`config.mk`:
```
export PLATFORM = sky130hd
export DESIGN_NAME = mdu_hilo_flat
export DESIGN_NICKNAME = d
export VERILOG_FILES = /design/src/rtl/mdu_pkg.sv /design/src/rtl/mdu_hilo_if.sv /design/src/rtl/mdu_divider.sv /design/src/rtl/mdu_hilo.sv /design/src/flat_wrapper.sv
export SDC_FILE = /design/constraint.sdc
export NUM_CORES = 2
export LEC_CHECK = 0
export ABC_AREA = 1
export CORE_UTILIZATION = 45
export DETAILED_ROUTE_END_ITERATION = 10
export PLACE_DENSITY = 0.59
export SETUP_SLACK_MARGIN = 0.4
export SYNTH_ARGS = -nofsm -noshare
export SYNTH_HDL_FRONTEND = slang
export SYNTH_SLANG_ARGS = --single-unit
```
`constraint.sdc`:
```
create_clock -name clk -period 1.6 [get_ports clk]
set_input_delay 0.32 -clock clk [delete_from_list [all_inputs] [get_ports clk]]
set_output_delay 0.32 -clock clk [all_outputs]
set_load 0.01 [all_outputs]
```
`src/rtl/mdu_pkg.sv`:
```
// Shared definitions for the multiply/divide unit: op codes, FSM states, latency floor.
package mdu_pkg;

  localparam int MDU_MUL_LAT_MIN = 1;

  typedef enum logic [2:0] {
    MDU_MULT  = 3'd0,
    MDU_MULTU = 3'd1,
    MDU_DIV   = 3'd2,
    MDU_DIVU  = 3'd3,
    MDU_MTHI  = 3'd4,
    MDU_MTLO  = 3'd5
  } mdu_op_e;

  typedef enum logic [1:0] {
    S_IDLE,
    S_MUL,
    S_DIV_RUN,
    S_DIV_FIX
  } mdu_state_e;

endpackage

```
`src/rtl/mdu_hilo_if.sv`:
```
// Request/response bundle between the execute stage and the HI/LO unit.
interface mdu_hilo_if import mdu_pkg::*; #(parameter int WIDTH = 32);
  logic             start;
  mdu_op_e          op;
  logic [WIDTH-1:0] src1;
  logic [WIDTH-1:0] src2;
  logic             flush;
  logic             busy;
  logic             stall_req;
  logic             done;
  logic [WIDTH-1:0] hi;
  logic [WIDTH-1:0] lo;

  modport master (output start, op, src1, src2, flush,
                  input  busy, stall_req, done, hi, lo);
  modport slave  (input  start, op, src1, src2, flush,
                  output busy, stall_req, done, hi, lo);
endinterface

```
`src/rtl/mdu_divider.sv`:
```
// Restoring radix-2 divider on magnitudes; first quotient bit is resolved on the load edge,
// so magnitudes are final once cnt reaches WIDTH and quo/rem carry the signs combinationally.
module mdu_divider #(
  parameter int WIDTH = 32
) (
  input  logic             clk,
  input  logic             rstn,
  input  logic             load,
  input  logic             run,
  input  logic             sgn,
  input  logic [WIDTH-1:0] a,
  input  logic [WIDTH-1:0] b,
  output logic             fin,
  output logic [WIDTH-1:0] quo,
  output logic [WIDTH-1:0] rem
);
  localparam int            CW       = $clog2(WIDTH + 1);
  localparam logic [CW-1:0] CNT_LAST = CW'(WIDTH);

  logic [WIDTH-1:0] a_mag, b_mag, r_in, q_in, d_in, r_nxt, q_nxt;
  logic [WIDTH-1:0] rem_q, quo_q, dvs_q;
  logic [WIDTH:0]   sh, diff;
  logic [CW-1:0]    cnt_q;
  logic             qneg_q, rneg_q;

  assign a_mag = (sgn && a[WIDTH-1]) ? -a : a;
  assign b_mag = (sgn && b[WIDTH-1]) ? -b : b;

  assign r_in = load ? '0    : rem_q;
  assign q_in = load ? a_mag : quo_q;
  assign d_in = load ? b_mag : dvs_q;

  // Partial remainder is always < divisor, so the W+1 bit borrow is an exact compare
  assign sh    = {r_in, q_in[WIDTH-1]};
  assign diff  = sh - {1'b0, d_in};
  assign r_nxt = diff[WIDTH] ? sh[WIDTH-1:0] : diff[WIDTH-1:0];
  assign q_nxt = {q_in[WIDTH-2:0], ~diff[WIDTH]};

  assign fin = (cnt_q == CNT_LAST);

  always_ff @(posedge clk or negedge rstn) begin
    if (!rstn) begin
      rem_q  <= '0;
      quo_q  <= '0;
      dvs_q  <= '0;
      cnt_q  <= '0;
      qneg_q <= 1'b0;
      rneg_q <= 1'b0;
    end else begin
      if (load || (run && !fin)) begin
        rem_q <= r_nxt;
        quo_q <= q_nxt;
        cnt_q <= load ? CW'(1) : cnt_q + CW'(1);
      end
      if (load) begin
        dvs_q  <= b_mag;
        qneg_q <= sgn & (a[WIDTH-1] ^ b[WIDTH-1]);
        rneg_q <= sgn & a[WIDTH-1];
      end
    end
  end

  assign quo = qneg_q ? -quo_q : quo_q;
  assign rem = rneg_q ? -rem_q : rem_q;

endmodule

```
`src/rtl/mdu_hilo.sv`:
```
// HI/LO owner with a fixed-latency multiplier pipe and a multi-cycle divider.
// Define MDU_DIV_EN to build the divider; without it DIV/DIVU finish in one cycle with HI/LO untouched.
module mdu_hilo import mdu_pkg::*; #(
  parameter int WIDTH   = 32,
  parameter int MUL_LAT = 3
) (
  input  logic      clk,
  input  logic      rstn,
  mdu_hilo_if.slave bus
);
  localparam int LAT = (MUL_LAT < MDU_MUL_LAT_MIN) ? MDU_MUL_LAT_MIN : MUL_LAT;

  mdu_state_e         st, nxt;
  logic               accept, op_mul, op_div, busy, sx, mul_commit, div_done_q;
  logic [WIDTH-1:0]   hi_q, lo_q;
  logic [2*WIDTH-1:0] ext1, ext2, prod_comb, prod_tail;
  logic [LAT:1]       vld_q;
  logic [LAT:0]       vld_pipe;

  assign op_mul = (bus.op == MDU_MULT) || (bus.op == MDU_MULTU);
  assign op_div = (bus.op == MDU_DIV)  || (bus.op == MDU_DIVU);
  assign accept = (st == S_IDLE) && bus.start && !bus.flush;
  assign busy   = (st != S_IDLE);

  assign bus.busy      = busy;
  assign bus.stall_req = busy | (bus.start & (op_mul | op_div));
  assign bus.done      = vld_pipe[LAT] | div_done_q;
  assign bus.hi        = hi_q;
  assign bus.lo        = lo_q;

  // Multiplier: sign-extend to 2W so one unsigned multiply serves both ops
  assign sx        = (bus.op == MDU_MULT);
  assign ext1      = {{WIDTH{sx & bus.src1[WIDTH-1]}}, bus.src1};
  assign ext2      = {{WIDTH{sx & bus.src2[WIDTH-1]}}, bus.src2};
  assign prod_comb = ext1 * ext2;

  // vld_pipe[k] is high in cycle k after accept; HI/LO are the last product stage
  assign vld_pipe   = {vld_q, accept & op_mul};
  assign mul_commit = vld_pipe[LAT-1] & ~bus.flush;

  if (LAT == 1) begin : g_lat1
    assign prod_tail = prod_comb;
  end else begin : g_latn
    logic [LAT-2:0][2*WIDTH-1:0] prod_q;
    always_ff @(posedge clk) begin
      prod_q[0] <= prod_comb;
      for (int i = 1; i < LAT-1; i++) prod_q[i] <= prod_q[i-1];
    end
    assign prod_tail = prod_q[LAT-2];
  end

`ifdef MDU_DIV_EN
  logic             div_zero, div_load, div_fin, div_commit;
  logic [WIDTH-1:0] div_quo, div_rem;

  assign div_zero   = (bus.src2 == '0);
  assign div_load   = accept & op_div & ~div_zero;
  assign div_commit = (st == S_DIV_RUN) & div_fin & ~bus.flush;

  mdu_divider #(.WIDTH(WIDTH)) u_div (
    .clk  (clk),
    .rstn (rstn),
    .load (div_load),
    .run  (st == S_DIV_RUN),
    .sgn  (bus.op == MDU_DIV),
    .a    (bus.src1),
    .b    (bus.src2),
    .fin  (div_fin),
    .quo  (div_quo),
    .rem  (div_rem)
  );
`endif

  always_comb begin
    nxt = st;
    case (st)
      S_IDLE: begin
        if (accept && op_mul) nxt = S_MUL;
`ifdef MDU_DIV_EN
        else if (div_load) nxt = S_DIV_RUN;
`endif
        else if (accept && op_div) nxt = S_DIV_FIX;
      end
      S_MUL:     if (bus.flush || vld_pipe[LAT]) nxt = S_IDLE;
      S_DIV_RUN: begin
        if (bus.flush) nxt = S_IDLE;
`ifdef MDU_DIV_EN
        else if (div_fin) nxt = S_DIV_FIX;
`endif
      end
      S_DIV_FIX: nxt = S_IDLE;
      default:   nxt = S_IDLE;
    endcase
  end

  always_ff @(posedge clk or negedge rstn) begin
    if (!rstn) begin
      st         <= S_IDLE;
      vld_q      <= '0;
      div_done_q <= 1'b0;
    end else begin
      st         <= nxt;
      vld_q      <= vld_pipe[LAT-1:0] & {LAT{~bus.flush}};
      div_done_q <= (st != S_DIV_FIX) && (nxt == S_DIV_FIX);
    end
  end

  always_ff @(posedge clk or negedge rstn) begin
    if (!rstn) begin
      hi_q <= '0;
      lo_q <= '0;
    end else begin
      if (accept && bus.op == MDU_MTHI) hi_q <= bus.src1;
      if (accept && bus.op == MDU_MTLO) lo_q <= bus.src1;
      if (mul_commit) {hi_q, lo_q} <= prod_tail;
`ifdef MDU_DIV_EN
      if (accept && op_div && div_zero) begin
        hi_q <= bus.src1;
        lo_q <= '1;
      end
      if (div_commit) begin
        hi_q <= div_rem;
        lo_q <= div_quo;
      end
`endif
    end
  end

endmodule

```
`src/flat_wrapper.sv`:
```
// flat-port wrapper written by rule: the top's interface ports become plain ports
module mdu_hilo_flat import mdu_pkg::*;
#(
  parameter int WIDTH   = 32,
  parameter int MUL_LAT = 3
)
  (clk, rstn, bus_start, bus_op, bus_src1, bus_src2, bus_flush, bus_busy, bus_stall_req, bus_done, bus_hi, bus_lo);
  mdu_hilo_if #(.WIDTH(WIDTH)) bus_i ();
  input  logic clk;
  input  logic rstn;
  input wire logic [$bits(bus_i.start)-1:0] bus_start;
  input wire logic [$bits(bus_i.op)-1:0] bus_op;
  input wire logic [$bits(bus_i.src1)-1:0] bus_src1;
  input wire logic [$bits(bus_i.src2)-1:0] bus_src2;
  input wire logic [$bits(bus_i.flush)-1:0] bus_flush;
  output wire logic [$bits(bus_i.busy)-1:0] bus_busy;
  output wire logic [$bits(bus_i.stall_req)-1:0] bus_stall_req;
  output wire logic [$bits(bus_i.done)-1:0] bus_done;
  output wire logic [$bits(bus_i.hi)-1:0] bus_hi;
  output wire logic [$bits(bus_i.lo)-1:0] bus_lo;
  assign bus_i.start = bus_start;
  assign bus_i.op = bus_op;
  assign bus_i.src1 = bus_src1;
  assign bus_i.src2 = bus_src2;
  assign bus_i.flush = bus_flush;
  assign bus_busy = bus_i.busy;
  assign bus_stall_req = bus_i.stall_req;
  assign bus_done = bus_i.done;
  assign bus_hi = bus_i.hi;
  assign bus_lo = bus_i.lo;
  mdu_hilo #(.WIDTH(WIDTH), .MUL_LAT(MUL_LAT)) u_core (.clk(clk), .rstn(rstn), .bus(bus_i));
endmodule
```
==> run metrics <==
reg2reg end u_core.bus.hi[2]; clock root cell clkbuf_16; Post-synth top cells nand2_1, inv_1, fa_1, clkbuf_1, ha_1; Die H 320 um; Clock Tree Buf Depth 2; GRT Total Usage 34.3%; kind of critical path in -> reg; Worst path most repeated cell fa_1; DRC 0; RSZ-0062 raised after global routing true; WL per Instance 22.0 um; Area contributors post-synth fa_1, nand2_1, inv_1; worst setup path endpoint u_core.g_latn.prod_q[48]; worst hold margin 0.156 ns; EDFF count, synth 0; global-route wire length before repair 259 mm; DR vias/cell 5.00; buffers added on ports 137; CTS tree built; Startpoint Class input pin; H-Tree Depth 4; largest net degree at the start of global routing 34; Hold Crit Class in -> reg; initial antenna violation count 6; max-cap violation count 0; Crit. Startpoint bus_op[1]; initial core utilization 45.5%; Post-Syn Area 0.0456 mm2; # IOs 138; Synth Instances 5588; failing checks negative setup slack; post-synthesis sequential area ratio 9.46%; worst endpoint required time 1.96 ns; clock latency on the worst-skew pair 0.46 ns; share of cells above drive strength 1 31.5%; crit end category flop; Reg-to-Reg Start u_core.st[0]; final setup violation count 127; clock-pin slew on the worst setup and hold paths 0.09 ns; vias in the first global route 42000; fmax 152 MHz; Worst slew margin 64.9%; Yosys top cell area share 49.4%; setup tns final -284.32 ns; DIE WIDTH 320 um; Ys Warns 0; post-route setup slack -4.97 ns; slowest cell on the critical path fa_1; Syn Nets 6996; dominant synthesized flop cell dfxtp_1; FF-to-FF path depth 10; Max FO, Critical Path 6; gpl congestion 0.939; Fin. Hold Viols 0; CTS buffer count 17; fin crit period 6.57 ns; crit-path max cell delay 0.57 ns; Initial DRT Pass Iterations 6; Finished Core Util 63.4%; Final ANT Viol Nets 0; Synth cell types 40; CTS Sinks 198; Mean Syn Cell Area 8.16 um2; Routed WL 171 mm; FP Rows 116; gr ovfl total 0; flop-to-flop setup slack -0.36 ns; Final Net Count 7794; count leader, synth nand2_1; skew final 0.0185 ns; die area 0.103 mm2; dpl hpwl 125 mm; register bit total from synthesis 198; via count 38800; Worst Path Arrival 6.93 ns; worst slew pin tran 0.527 ns; Synth area leader fa_1; Syn-to-layout area delta 39.4%; core area 0.100 mm2; Post-synth ARST share 35.4%; 1st-iter DRT viols 2736; final worst path period share 411%; Slew Viols, Final 0; status complete, but fails checks; Post-Place Worst Slack -6.22 ns
[area by class of cell]
type                    count  area [um2]
multi-input cells        3529       39400
clock inverters            15         190
fillers                  8368       36700
well taps                1357        1700
repair buffers           1033       11400
diodes                      1        2.50
inverters                1607        6060
flip-flops and latches    198        4310
clock buffers              17         425
[flip-flops by register name (all words and copies together), names as in the netlist]
signal	flops
u_core.div_done_q	1
u_core.vld_q	3
u_core.st	2
u_core.prod_tail	64
u_core.bus.lo	32
u_core.bus.hi	32
u_core.g_latn.prod_q	64
[timing repair]
| item | 4_1_cts | 5_1_grt |
|---|---|---|
| pin swaps | 374 | 254 |
| endpoints found under the setup margin | 199 | 197 |
| hold buffers | 1 | 0 |
| setup buffers | 197 | 36 |
| cloned | 58 | 4 |
| gates resized for setup | 1393 | 407 |
| endpoints found under the hold margin | 14 | 0 |
[logic make-up after synthesis]
kind of cell | Yosys count | synth area share, %
XOR/XNOR | 43 | 0.826
adder cells (fa/ha/maj) | 1337 | 55.2
AND/OR/NAND/NOR | 2015 | 17.5
AO/OA/AOI/OAI | 134 | 1.62
buffers and inverters | 1861 | 15.4
flip-flops | 198 | 9.46
[critical path, delay by kind of cell]
family	cells	cell delay, ns
buf+inv	10	1.04
simple gates	11	1.25
fa+ha+maj	9	4.29
[placed cells by master (no fill, tap or decap), drive strengths merged, types with 2 or more instances in the layout]
cell type	count
clkdlybuf4s15	3
buf	989
o21ai	36
o31ai	2
ha	212
clkdlybuf4s50	6
clkbuf	24
inv	1613
fa	1125
nor4	3
or2	2
nand3b	5
nor2	224
xor2	36
dfrtp	70
nand3	140
o21a	2
xnor2	7
clkinvlp	3
clkinv	6
dlygate4sd2	4
nor3	10
o21bai	15
dfxtp	128
a21o	4
nand2	1612
bufbuf	22
nand4	17
a21oi	74
[through the flow]
stage               cell area [um2]  instances
CTS                           61600       7716
detailed placement            55000       7428
global placement              55000       7428
floorplan                     48300       5588
finish                        63500       7757
global route                  63500       7756
[routing by layer]
layer	share of wire [%]	vias to the layer above	track usage, %
met2	47	1492	56.2
met4	5.4	2	14.4
met3	8.5	347	7.00
met5	0.0076	-	0
met1	39	19800	44.4
li1	-	17200	-
[worst min-delay path by stage]
stage / from / to / slack (ns) / depth (start not counted)
floorplan: rstn / u_core.bus.hi[0] / 0.02 / 0
global route: bus_op[1] / u_core.vld_q[1] / 0.15 / 3
global placement: rstn / u_core.bus.lo[4] / 0.31 / 1
detailed placement: u_core.g_latn.prod_q[8] / u_core.prod_tail[8] / 0.31 / 0
CTS: bus_op[1] / u_core.vld_q[1] / 0.15 / 3
finish: bus_op[1] / u_core.vld_q[1] / 0.16 / 3
Power is not shown: default switching activity piles up to over one toggle a cycle in this logic, so the estimate is an artifact.
